## src/rtl/axi_reg_pkg.sv

```systemverilog
// Shared types for the register-block AXI4-Lite channel controllers.
// Holds the controller state encoding and the B/R response codes.
package axi_reg_pkg;

  typedef enum logic [2:0] {
    IDLE   = 3'd0,
    WAIT_W = 3'd1,
    WAIT_A = 3'd2,
    WRITE  = 3'd3,
    RESP   = 3'd4
  } state_e;

  localparam logic [1:0] RESP_OKAY   = 2'b00;
  localparam logic [1:0] RESP_SLVERR = 2'b10;

endpackage

```

## src/rtl/addr_decoder.sv

```systemverilog
// Splits a byte address into word offset, byte offset and window-miss flag.
// Purely combinational; no state, no backpressure.
module addr_decoder #(
  parameter logic [31:0] BaseAddr    = 32'h0000_0000,
  parameter int          OffsetWidth = 6
) (
  input  logic [31:0]            i_addr,
  output logic [OffsetWidth-1:0] o_offset,
  output logic                   o_out_of_range,
  output logic [1:0]             o_byte_offset
);

  // BaseAddr is aligned to the window size, so the upper bits alone decide a hit.
  assign o_out_of_range = (i_addr[31:OffsetWidth+2] != BaseAddr[31:OffsetWidth+2]);
  assign o_offset       = i_addr[OffsetWidth+1:2];
  assign o_byte_offset  = i_addr[1:0];

endmodule

```

## src/rtl/axi_lite_write_ctrl.sv

```systemverilog
// AXI4-Lite write controller: AW/W in either order, one strobed register write, then B.
// Write pulse one cycle after the last of AW/W, bvalid one cycle later; held until bready.
module axi_lite_write_ctrl
  import axi_reg_pkg::*;
#(
  parameter logic [31:0] BaseAddr    = 32'h0000_0000,
  parameter int          OffsetWidth = 6
) (
  input  logic                   clk,
  input  logic                   rst,
  input  logic                   awvalid,
  output logic                   awready,
  input  logic [31:0]            awaddr,
  input  logic                   wvalid,
  output logic                   wready,
  input  logic [31:0]            wdata,
  input  logic [3:0]             wstrb,
  output logic                   bvalid,
  input  logic                   bready,
  output logic [1:0]             bresp,
  output logic                   reg_we,
  output logic [OffsetWidth-1:0] reg_waddr,
  output logic [31:0]            reg_wdata,
  output logic [3:0]             reg_wstrb
);

  state_e      r_state;
  logic [31:0] r_addr;
  logic [31:0] r_data;
  logic [3:0]  r_strb;
  logic [1:0]  r_bresp;

  logic                   w_aw_hs;
  logic                   w_w_hs;
  logic                   w_out_of_range;
  logic [1:0]             w_byte_offset;
  logic [OffsetWidth-1:0] w_offset;
  logic                   w_addr_ok;

  addr_decoder #(
    .BaseAddr    (BaseAddr),
    .OffsetWidth (OffsetWidth)
  ) u_addr_decoder (
    .i_addr         (r_addr),
    .o_offset       (w_offset),
    .o_out_of_range (w_out_of_range),
    .o_byte_offset  (w_byte_offset)
  );

  assign w_addr_ok = !w_out_of_range && (w_byte_offset == 2'b00);

  // Readies depend on state only, so no valid-to-ready combinational path exists.
  assign awready = (r_state == IDLE) || (r_state == WAIT_A);
  assign wready  = (r_state == IDLE) || (r_state == WAIT_W);
  assign w_aw_hs = awvalid && awready;
  assign w_w_hs  = wvalid && wready;

  always_ff @(posedge clk) begin
    if (rst) begin
      r_state <= IDLE;
      r_addr  <= 32'd0;
      r_data  <= 32'd0;
      r_strb  <= 4'd0;
      r_bresp <= RESP_OKAY;
    end else begin
      if (w_aw_hs) begin
        r_addr <= awaddr;
      end
      if (w_w_hs) begin
        r_data <= wdata;
        r_strb <= wstrb;
      end
      case (r_state)
        IDLE: begin
          if (w_aw_hs && w_w_hs) begin
            r_state <= WRITE;
          end else if (w_aw_hs) begin
            r_state <= WAIT_W;
          end else if (w_w_hs) begin
            r_state <= WAIT_A;
          end
        end
        WAIT_W: begin
          if (w_w_hs) begin
            r_state <= WRITE;
          end
        end
        WAIT_A: begin
          if (w_aw_hs) begin
            r_state <= WRITE;
          end
        end
        WRITE: begin
          r_bresp <= w_addr_ok ? RESP_OKAY : RESP_SLVERR;
          r_state <= RESP;
        end
        RESP: begin
          if (bready) begin
            r_state <= IDLE;
          end
        end
        default: r_state <= IDLE;
      endcase
    end
  end

  assign reg_we    = (r_state == WRITE) && w_addr_ok;
  assign reg_waddr = w_offset;
  assign reg_wdata = r_data;
  assign reg_wstrb = r_strb;
  assign bvalid    = (r_state == RESP);
  assign bresp     = r_bresp;

endmodule

```

## config.mk

```make
export PLATFORM = sky130hd
export DESIGN_NAME = axi_lite_write_ctrl
export DESIGN_NICKNAME = d
export VERILOG_FILES = /design/src/rtl/axi_reg_pkg.sv /design/src/rtl/addr_decoder.sv /design/src/rtl/axi_lite_write_ctrl.sv
export SDC_FILE = /design/constraint.sdc
export NUM_CORES = 1
export LEC_CHECK = 0
export CAP_MARGIN = 5
export CORE_AREA = 5 5 101 103
export DETAILED_ROUTE_END_ITERATION = 8
export DIE_AREA = 0 0 106 108
export PLACE_DENSITY = 0.58
export SLEW_MARGIN = 40
export SYNTH_ARGS = -nofsm -noshare
export SYNTH_HDL_FRONTEND = slang
export SYNTH_HIERARCHICAL = 1
export SYNTH_SLANG_ARGS = --single-unit
```

## constraint.sdc

```tcl
create_clock -name clk -period 1.8 [get_ports clk]
set_clock_uncertainty 0.1 [all_clocks]
set_input_delay 0.27 -clock clk [delete_from_list [all_inputs] [get_ports clk]]
set_output_delay 0.27 -clock clk [all_outputs]
set_load 0.02 [all_outputs]
```

==> results.md <==
- The number of max-slew violations in the final report is 0.
- The average size of a mapped cell is between 8 and 9 um2.
- Dividing the detail-routed wire length by the instance count gives about 13 um.
- Yosys printed 6 warnings.
- Once detail routing completed, the nets flagged for antenna violations numbered 0.
- For the worst setup path, the data required time is 1.43 ns.
- Measured on the finished design, the core utilization comes to 0.473.
- In the final layout, the share of cells above drive strength 1 is 0.134.
- The final critical-path setup slack is -0.207 ns.
- The number of hold violations in the final report is 0.
- The flow ran to the end, but the final reports show violations.
- The internal power consumption is 0.00264 W.
- In the layout the commonest cells are 127 x nand2_1, 114 x clkdlybuf4s50_1, 69 x a21oi_1.
- The most common cell after layout, fill and taps aside is nand2_1.
- The post-layout instance count excluding filler cells is roughly 580.
- The post-route clock period utilization is 1.12.
- Once placement finished, the instance area stood at slightly above 4000 um2.
- Summed over all nets, the half-perimeter wirelength after detailed placement is 5.34 mm.
- The repair_antennas step left the layout with diodes totalling 0.
- Port buffering added between 100 and 150 buffers.
- During I/O placement, the number of pins put on the boundary was between 100 and 150.
- The proportion of power drawn by combinational gates is 0.210.
- The sort of element at the start of the critical path is a register.
- In the global route stage, overall resource usage came out at 0.129.
- After detailed placement, the design holds a cell count of 560.
- Of the synthesized area, sequential elements account for 0.522.
- The final reports fail on negative setup slack.
- For this run, the detailed router's first-pass iteration total came to 4.
- Summing every instance area after synthesis gives 2760 um2.
- The region available for standard cell placement spans 9110 um2.
- The clock transition at the registers of the reported paths is 0.07 ns.
- The number of clock buffers inserted by TritonCTS is 9.
- The H-tree was split into 3 levels.
- Synthesis produced a netlist with a net count of between 400 and 500.
- The worst hold path belongs to the class primary input to register.
- Broken down by cell family, the worst path's largest delay share belongs to simple AND/OR/NAND/NOR gates.
- For this run, the slowest stage of the critical path takes between 0.3 and 0.4 ns.
- Counting stages on the worst path, the most repeated cell is nor4_4.
- The clock reaches the later pin of the worst-skew pair after roughly 0.34 ns.
- The root buffer cell chosen for the clock tree is clkbuf_8.
- VDD sags by at most between 0.3 and 0.4 mV.
- The total number of nets in the final design is approximately 530.
- The number of synthesized register bits is between 70 and 80.
- TritonCTS built the clock tree.
- In the synthesized netlist, the number of instances is ~340.
- For this design the ratio of total power to cell area is around 840 nW/um2.
- The first-pass GRT wire length is around 12 mm.
- The number of global-route vias before repair is 2489.
- The weighted congestion reported at the end of routability-driven placement is 0.732.
- The remaining design rule violation count is 0.
- The final route contains around 2600 vias.
- Walking the worst path, the cells encountered are nor4_4, and4_1, nand3_2, nor4_4, buf_4.
- The vertical die dimension is approximately 110 um.
- The worst path buffer plus inverter count is 1.
- The routed via count divided by cell count is about 4.5.
- Setup violations remaining at the end of the flow were counted as 1.
- The area of the die is around 11000 um2.
- The initial antenna violation count is 0.
- The slowest cell on the critical path is dfxtp_2.
- The analysis attributes to cell leakage a power of between 1.5 and 2 nW.
- The total grt overflow is 0.
- The switching share of total power is 0.270.
- The DRC violation total after the first TritonRoute iteration is 68.
- The proportion of power drawn by flip-flops and latches is 0.488.
- The layout overhead on the synthesized area is 55.9%.
- The clock group share of total power is 0.302.
- The number of distinct standard cells referenced by the synthesized netlist is 23.
- The maximum fanout along the worst path is 2.
- The worst path in the final design needs a cycle of between 2 and 2.5 ns, including I/O delays and setup.
- Entering global routing, the biggest net connects 42 pins.
- The finished cells cover roughly 4300 um2.
- The max-capacitance violation count is 0.
- STA classifies the critical path endpoint as an output pin.
- For this design, the sink count on the clock tree is between 70 and 80.
- Data on the critical path arrives at its endpoint at about 1.6 ns.
- For this configuration, the core starts out at a cell density of 0.303.
- The critical path is of the register to output pin type.
- The floorplan has 35 rows.
- The highest achievable clock rate is roughly 500 MHz.
- The final layout contains routed wiring with a total length of between 7 and 8 mm.
- The number of buffers on the longest clock path is 2.
- The analysis attributes to net switching a power of between 0.0009 and 0.001 W.
- The count of buffers added by post-CTS timing repair for setup is 0.
- The width of the die is 106 um.
- Setup repair after global routing could not meet its margin everywhere.
through the flow:
stage               hold slack (ns)  total power (W)  setup TNS (ns)  setup slack [ns]
floorplan                     0.306          0.00218               0             0.132
global placement              0.340          0.00254          -0.490            -0.490
detailed placement            0.344          0.00255          -0.462            -0.462
CTS                           0.244          0.00368          -0.341            -0.341
global route                  0.260          0.00382          -0.299            -0.299
finish                        0.253          0.00361          -0.207            -0.207
final timing paths:
kind,startpoint,end,slack (ns),cells after the start
max,r_addr[31],reg_we,-0.21,5
min reg2reg,r_addr[7],r_addr[7],0.35,2
min,rst,reg_wdata[28],0.25,2
max reg2reg,r_addr[31],bresp[1],0.27,6
cells in the mapped netlist (all sizes together):
library cell / n / area (um2)
inv: 1 / 3.75
clkbuf: 8 / 30.0
o21ai: 1 / 5.00
conb: 1 / 3.75
mux2i: 1 / 10.0
nor2b: 2 / 12.5
nand3b: 1 / 7.51
nand2: 137 / 539
dfxtp: 72 / 1440
nor3: 3 / 15.0
nor2: 3 / 11.3
buf: 25 / 223
or3b: 2 / 17.5
and4: 1 / 8.76
nor4: 7 / 43.8
a21oi: 69 / 345
nor3b: 3 / 38.8
nand3: 1 / 5.00
sequential cells by signal, indices dropped and copies added, names as in the netlist:
signal	cells
r_state	3
reg_wdata	32
reg_wstrb	4
bresp	1
r_addr	32
metal layers:
layer  wire [um]  part of all wire  up-vias  track usage
li1            -                 -     1327            -
met1        3450              0.47     1163        0.167
met2        3260              0.44       94        0.192
met3         556             0.075        8       0.0430
met4         106             0.014        0       0.0638
met5           0                 0        -            0
timing repair:
action | 4_1_cts | 5_1_grt
endpoints found under the setup margin | 4 | 2
hold buffers | 0 | 0
pin swaps | 0 | 5
resized for setup | 14 | 9
power groups by stage:
stage               registers, W  logic, W  clock network [W]
floorplan                0.00185  0.000330                  0
detailed placement       0.00179  0.000760                  0
finish                   0.00176  0.000761            0.00109
global route             0.00178  0.000823            0.00122
CTS                      0.00176  0.000765            0.00115
global placement         0.00179  0.000758                  0
layout make-up:
type                       instances  area, um2
multi-input combinational        232       1130
clock inverter                     3       18.8
sequential                        72       1450
tap                              111        139
timing repair buffer             144       1430
fill                             937       4800
clock buffer                      12        145
inverter                           1       3.75
cells by family after synthesis:
group | share of synthesized area
compound gates | 0.127
buf+inv | 0.0929
flops | 0.522
mux | 0.00362
other cells | 0.00136
simple gates | 0.253
Power figures use the tool's default switching activity.
